### src/rtl/seg7_scan_4.sv
// Time-multiplexed driver for a 4-digit common-anode 7-segment display.
// A shadow register collects loads, and they become visible only at a frame wrap, so a frame never shows two values.
module seg7_scan_4 #(
  parameter int PRESCALE = 50000
) (
  input  logic        clk,
  input  logic        rst_n,
  input  logic        enable,
  input  logic        load,
  input  logic [15:0] value,
  input  logic [3:0]  dp_in,
  input  logic        blank_lz,
  output logic [3:0]  an,
  output logic [6:0]  seg,
  output logic        dp,
  output logic [1:0]  digit_idx,
  output logic        frame_done
);

  localparam int PW = (PRESCALE > 1) ? $clog2(PRESCALE) : 1;
  localparam logic [PW-1:0] PMAX = PW'(PRESCALE - 1);

  logic [PW-1:0] presc_q, presc_d;
  logic [1:0]    digit_idx_q, digit_idx_d;
  logic [19:0]   shadow_q, shadow_d;
  logic [19:0]   active_q, active_d;
  logic          pending_q, pending_d;
  logic          frame_done_q, frame_done_d;
  logic [3:0]    an_q, an_d;
  logic [6:0]    seg_q, seg_d;
  logic          dp_q, dp_d;

  logic          tick, wrap;
  logic [15:0]   active_val;
  logic [3:0]    active_dp;
  logic [3:0]    nibble;
  logic          blank;
  logic [6:0]    code;

  assign active_val = active_q[19:4];
  assign active_dp  = active_q[3:0];
  assign tick       = enable && (presc_q == PMAX);
  assign wrap       = tick && (digit_idx_q == 2'd3);

  always_comb begin
    presc_d      = presc_q;
    digit_idx_d  = digit_idx_q;
    shadow_d     = shadow_q;
    active_d     = active_q;
    pending_d    = pending_q;
    frame_done_d = wrap;

    if (enable) begin
      if (tick) begin
        presc_d     = '0;
        digit_idx_d = digit_idx_q + 2'd1;
      end else begin
        presc_d = presc_q + 1'b1;
      end
    end

    if (load) begin
      shadow_d  = {value, dp_in};
      pending_d = 1'b1;
    end

    // A load coinciding with the wrap bypasses the shadow and goes straight to display.
    if (wrap) begin
      pending_d = 1'b0;
      if (load) begin
        active_d = {value, dp_in};
      end else if (pending_q) begin
        active_d = shadow_q;
      end
    end
  end

  always_comb begin
    nibble = 4'h0;
    blank  = 1'b0;
    case (digit_idx_q)
      2'd0: nibble = active_val[3:0];
      2'd1: begin
        nibble = active_val[7:4];
        blank  = blank_lz && (active_val[15:4] == 12'h000);
      end
      2'd2: begin
        nibble = active_val[11:8];
        blank  = blank_lz && (active_val[15:8] == 8'h00);
      end
      default: begin
        nibble = active_val[15:12];
        blank  = blank_lz && (active_val[15:12] == 4'h0);
      end
    endcase

    // Patterns are active-high {a,b,c,d,e,f,g}, with a as the MSB.
    code = 7'h00;
    case (nibble)
      4'h0: code = 7'h7E;
      4'h1: code = 7'h30;
      4'h2: code = 7'h6D;
      4'h3: code = 7'h79;
      4'h4: code = 7'h33;
      4'h5: code = 7'h5B;
      4'h6: code = 7'h5F;
      4'h7: code = 7'h70;
      4'h8: code = 7'h7F;
      4'h9: code = 7'h7B;
      4'hA: code = 7'h77;
      4'hB: code = 7'h1F;
      4'hC: code = 7'h4E;
      4'hD: code = 7'h3D;
      4'hE: code = 7'h4F;
      default: code = 7'h47;
    endcase

    an_d  = 4'hF;
    seg_d = 7'h7F;
    dp_d  = 1'b1;
    if (enable) begin
      an_d  = ~(4'b0001 << digit_idx_q);
      seg_d = blank ? 7'h7F
                    : ~{code[0], code[1], code[2], code[3], code[4], code[5], code[6]};
      dp_d  = ~active_dp[digit_idx_q];
    end
  end

  always_ff @(posedge clk) begin
    if (!rst_n) begin
      presc_q      <= '0;
      digit_idx_q  <= 2'd0;
      shadow_q     <= 20'h00000;
      active_q     <= 20'h00000;
      pending_q    <= 1'b0;
      frame_done_q <= 1'b0;
      an_q         <= 4'hF;
      seg_q        <= 7'h7F;
      dp_q         <= 1'b1;
    end else begin
      presc_q      <= presc_d;
      digit_idx_q  <= digit_idx_d;
      shadow_q     <= shadow_d;
      active_q     <= active_d;
      pending_q    <= pending_d;
      frame_done_q <= frame_done_d;
      an_q         <= an_d;
      seg_q        <= seg_d;
      dp_q         <= dp_d;
    end
  end

  assign an         = an_q;
  assign seg        = seg_q;
  assign dp         = dp_q;
  assign digit_idx  = digit_idx_q;
  assign frame_done = frame_done_q;

endmodule
### config.mk
export PLATFORM = sky130hd
export DESIGN_NAME = seg7_scan_4
export DESIGN_NICKNAME = d
export VERILOG_FILES = /design/src/rtl/seg7_scan_4.sv
export SDC_FILE = /design/constraint.sdc
export NUM_CORES = 1
export LEC_CHECK = 0
export CELL_PAD_IN_SITES_DETAIL_PLACEMENT = 1
export CELL_PAD_IN_SITES_GLOBAL_PLACEMENT = 2
export CORE_MARGIN = 4
export CORE_UTILIZATION = 35
export CTS_CLUSTER_DIAMETER = 60
export DETAILED_ROUTE_END_ITERATION = 6
export HOLD_SLACK_MARGIN = 0.15
export PLACE_DENSITY_LB_ADDON = 0.12
export REMOVE_ABC_BUFFERS = 1
export SLEW_MARGIN = 20
export SYNTH_ARGS = -nofsm -noshare
export SYNTH_HDL_FRONTEND = slang
export SYNTH_SLANG_ARGS = --single-unit
export TNS_END_PERCENT = 1
### constraint.sdc
create_clock -name clk -period 2.98 [get_ports clk]
set_clock_uncertainty 0.2 [all_clocks]
set_input_delay 0.447 -clock clk [delete_from_list [all_inputs] [get_ports clk]]
set_output_delay 0.447 -clock clk [all_outputs]
set_load 0.01 [all_outputs]
**Word-level counts from Yosys, hierarchy flattened**

Memory sizes are Yosys's and may differ from the RTL's.
Cells that the tools add are included.

- Flip-flop bits (word level): 72
- ROM bits: 112
- Output and inout bits: 15
- Memories kept: 1

- Add/sub/neg operators: 2
- $lt $le $gt $ge: 1
- Eq/ne operators: 4
- Shift operators: 1
- Multiplexer cells: 7
- Bitwise logic cells: 5
- Reduce and logical (&&, ||, !) cells: 15

Memory list:

| name | words | width | read ports | clocked after memory_dff | wr ports | RTL line | RTL |
|---|---|---|---|---|---|---|---|
| (no name shown) | 16 | 7 | 1 | 0 | 0 | 99 | `case (nibble)` |

Operator list:

| operator | count |
|---|---|
| 20-bit 2-to-1 mux | 2 |
| 16-bit by 1-bit adder with 16-bit output (second input constant) | 1 |
| 16-bit == test (second input constant) | 1 |
| 16-bit 2-to-1 mux | 1 |
| 12-bit zero test | 1 |
| 4-bit one-hot mux with 3 select lines | 1 |
| 8-bit zero test | 1 |
| 7-bit inverter | 1 |
| 2-bit AND reduction | 3 |
| 1-bit logical AND | 5 |
| 2-bit == test (second input constant) | 2 |
| 4-bit zero test | 1 |
| 4-bit inverter | 1 |
| 1-bit by 2-bit left shift with 4-bit output (first input constant) | 1 |
| 2-bit by 3-bit < comparator with 1-bit output (second input constant) | 1 |
| 1-bit inverter | 3 |
| 1-bit one-hot mux with 3 select lines | 1 |
| 3-bit OR reduction | 1 |
| 2-bit by 1-bit adder with 2-bit output (second input constant) | 1 |
| 1-bit binary-select mux with 2-bit select | 1 |
| 2-bit by 1-bit == test with 1-bit output (second input constant) | 1 |
| 2-bit zero test | 1 |
| 2-bit nonzero test | 1 |
| 2-bit OR reduction | 1 |
| 1-bit 2-to-1 mux | 1 |

**Depth between registers and ports, before layout**

- Word-level depth: 4
- Gate-level depth with buffers: 11

**Worst setup path before layout**

OpenSTA, ideal clock, no wires.

- Path type: register to register
- From: reg digit_idx_q[0], in the netlist digit_idx[0]
- To: reg seg_q[3], in the netlist seg[3]
- Setup time: 0.142 ns
- Data arrival time: 2.049 ns
- Required time: 2.638 ns
- Slack: 0.590 ns
- Stages on the path, launching flop included: 11
- Path buffers: 0
- Clock period less this slack: 2.390 ns
- Cell sequence: dfxtp_1 inv_1 ha_1 a222oi_1 mux2i_1 inv_1 ha_1 mux2i_1 a21oi_1 nor2_1 o21ai_0

- Longest elaborated chain between the ends: 4

Ends and longest elaborated chain:

| what | RTL line | RTL |
|---|---|---|
| start, declared | 24 | `logic [1:0] digit_idx_q, digit_idx_d;` |
| start signal, assigned | 142 | `digit_idx_q <= digit_idx_d;` |
| 2-bit == test (tied with other cells) | 81 | `case (digit_idx_q)` |
| 4-bit one-hot mux with 3 select lines | 81 |  |
| memory 16 x 7 bit | n/a |  |
| 7-bit inverter | 124 | `: ~{code[0], code[1], code[2], code[3], code[4], code[5], code[6]};` |
| end signal, assigned | 148 | `seg_q <= seg_d;` |
| end, declared | 30 | `logic [6:0] seg_q, seg_d;` |

Several ways; a longest one is shown, not always the timed one.
A chain may end at the register's enable or synchronous reset.

**Worst setup path in the final report**

- From: reg digit_idx_q[1], in the netlist digit_idx[1]
- To: reg seg_q[3], in the netlist seg[3]

The elaborated chain is that of the path after synthesis.

==> flow_summary_export.csv <==
group,metric,value,unit
status,outcome,"completed",
power_and_ir_drop,p_leak,1.577,nW
timing,whs,0.3032,ns
synth,async_flop_share,0,%
timing,slew_violations,0,
global_route,first_global_vias,2466,
timing,timing.fmax,364.1,MHz
cells_and_area,fin_util,45.13,%
synth,synthTopCellsByArea,"dfxtp_1 (45%), mux2i_1 (8.4%), mux2_2 (7.4%)",
cells_and_area,num-nets-final,396,
synth,synthFlopType,"dfxtp_1",
routing,vias,2322,
global_route,grt_first_pass_wirelength,12210,microns
placement,dp.cells,456,
timing,setup_violations,0,
timing,max_slew_margin,60.78,%
worst_setup_path,critPathMaxStageDelay,0.51,ns
synth,yosysWarningCount,0,
global_route,grtUsageTotal,13.84,%
worst_setup_path,cp-end-kind,"flip-flop",
timing,hold_viol,0,
synth,synth-seq-cells,72,
synth,muxShareOfSynthArea,17.01,%
synth,synth_edf_count,0,
floorplan,core_region_area,8806,sq um
routing,drtAntennaViolNets,0,
timing,fin_crit,2.746,ns
placement,placed_cell_area,3745,sq um
timing,fin_ws,0.2336,ns
run,cap_violations,0,
cells_and_area,drive_above_1_share,15.38,%
synth,synth.top_cell.area_share,45.05,%
worst_setup_path,worstPathArrival,2.74,ns
synth,yosysMostFrequentCell,"dfxtp_1",
floorplan,start_util,36.33,%
synth,synth-xor-area-share,4.106,%
clock_tree,cts_root_buf,"clkbuf_8",
global_route,antenna_found_initial,0,
floorplan,dieHeight,103.6,microns
synth,synth-compound-area-share,6.492,%
clock_tree,clock-sinks,72,
power_and_ir_drop,p_total,1.969,mW
synth,yosys.area_share.simple,19.24,%
placement,dp_hpwl,5160,microns
clock_tree,postCtsHoldBufs,0,
cells_and_area,n_antenna_cell,0,
clock_tree,h-tree-depth,3,
synth,ys_types,43,
floorplan,std_cell_rows,34,
clock_tree,clk_pin_slew_worst_paths,0.08,ns
clock_tree,insertion_delay,0.34,ns
global_route,grt_max_degree,29,
synth,syn_area,3199,sq um
cells_and_area,finalNonFillerCells,472,
clock_tree,cts_buffer_depth,2,
floorplan,dieArea,10740,sq um
clock_tree,numCtsBuffers,9,
routing,firstDrtPassIters,5,
power_and_ir_drop,powerDensity,495.5,nW/um^2
cells_and_area,multiInputGateArea,1657,sq um
routing,drt-total-wl,7032,microns
worst_setup_path,critPathTopFamily,"compound AO/OA/AOI/OAI gates",
synth,yosysTopAreaCell,"dfxtp_1",
placement,pre_cts_ws,0.2606,ns
routing,remaining_drc_errors,0,
clock_tree,cts_tree,"built",
synth,synth_cells,312,
synth,synth_top_family_by_area,"simple AND/OR/NAND/NOR gates",
cells_and_area,nFillCells,978,
timing,tns,0,ns
worst_setup_path,cp_slowest_cell,"a222oi_1",
timing,rsz0062_at_grt,"no",
power_and_ir_drop,vdd_drop_max,0.2668,mV
timing,tightest_slew,0.5870,ns
worst_setup_path,path_cells,"inv_1 -> ha_1 -> a222oi_1 -> mux2i_2 -> inv_1 -> ha_1 -> mux2i_1 -> a21oi_1 -> nor2_1 -> o21ai_0",
routing,via_per_inst,4.919,
worst_setup_path,required,2.97,ns
clock_tree,post-cts-setup-buffers,0,
synth,netlist_top_cells_count,"dfxtp_1 (72), mux2i_1 (27), and2_1 (22), nor2b_1 (22), mux2_2 (21)",
cells_and_area,area_growth,24.21,%
worst_hold_path,hp-class,"flip-flop to flip-flop",
worst_setup_path,crit_fanout,6,
worst_setup_path,path_buf_inv,2,
floorplan,dieWidth,103.6,microns
synth,yosysSeqAreaShare,45.05,%
routing,wl_per_cell,14.90,microns
cells_and_area,final-seq-area,1441,sq um
timing,fin_crit_sh,92.16,%
clock_tree,cts.repair.resized,0,
placement,gp_congestion,0.7888,
floorplan,io_pins,40,
placement,io_buffers,39,
worst_setup_path,start_kind,"flip-flop",
worst_setup_path,crit_type,"flip-flop to flip-flop",
cells_and_area,final_cell_area,3974,sq um
global_route,grt_overflow,0,
synth,synth_fa_ha_area_share,4.693,%
synth,synth.avg_cell_area,10.25,sq um
routing,first_iter_violations,55,
-- flip-flops by register name, indices dropped and copies added, names as in the netlist --
name and count:
active_q 20, digit_idx 2, pending_q 1, seg 7, presc_q 16, dp 1, shadow_q 20, frame_done 1
an 4
-- report_power, final --
| group | internal (mW) | total, mW | switching, mW |
|---|---|---|---|
| Clock | 0.493 | 0.861 | 0.368 |
| Sequential | 0.985 | 0.993 | 0.00750 |
| Combinational | 0.0661 | 0.115 | 0.0489 |
-- worst reg2reg max path, stage by stage (launching register included) --
cell	delay, ns
dfxtp_1	0.43
inv_1	0.10
ha_1	0.26
a222oi_1	0.51
mux2i_2	0.22
inv_1	0.18
ha_1	0.29
mux2i_1	0.14
a21oi_1	0.08
nor2_1	0.12
o21ai_0	0.09
-- path summary, 6_finish.rpt --
check	slack, ns	depth (start not counted)	to	from
worst max-delay path	0.23	10	seg[3]	digit_idx[1]
worst min-delay path	0.30	2	presc_q[4]	presc_q[4]
worst max register to register	0.23	10	seg[3]	digit_idx[1]
worst min register to register	0.30	2	presc_q[4]	presc_q[4]
-- placed cells by master (no fill, tap or decap), types with 6 or more instances in the layout --
| master | n |
|---|---|
| a21oi_1 | 8 |
| and2_1 | 22 |
| buf_4 | 9 |
| clkbuf_8 | 10 |
| clkdlybuf4s50_1 | 39 |
| dfxtp_1 | 72 |
| ha_1 | 12 |
| inv_1 | 11 |
| mux2_2 | 21 |
| mux2i_1 | 25 |
| nand2_1 | 18 |
| nand3_1 | 6 |
| nor2_1 | 16 |
| nor2b_1 | 22 |
| o21ai_0 | 6 |
| xnor2_1 | 6 |
| xor2_1 | 9 |
-- cell families (layout without fill, tap and decap cells) --
kind of cell    count (synthesis)  in the layout
compound gates                 30             30
xor+xnor                       15             15
fa+ha+maj                      12             12
buf+inv                        24             76
flops                          72             72
mux                            50             50
simple gates                  109            109
-- routing by layer --
| metal | part of all wire (%) | up-vias | global-route usage (%) |
|---|---|---|---|
| li1 | - | 1170 | - |
| met1 | 48 | 1115 | 17.28 |
| met2 | 47 | 29 | 23.04 |
| met3 | 3.1 | 8 | 3.172 |
| met4 | 1.4 | 0 | 5.698 |
| met5 | 0 | - | 0 |
-- cell type report --
| cell class | count | area share (%) |
|---|---|---|
| sequential | 72 | 36.27 |
| tap | 108 | 3.401 |
| clock buffer | 11 | 3.558 |
| inverter | 11 | 1.039 |
| timing repair buffer | 49 | 12.03 |
| clock inverter | 5 | 2.015 |
| multi-input combinational | 216 | 41.69 |
Note: power is estimated with default switching activity, not from simulation.
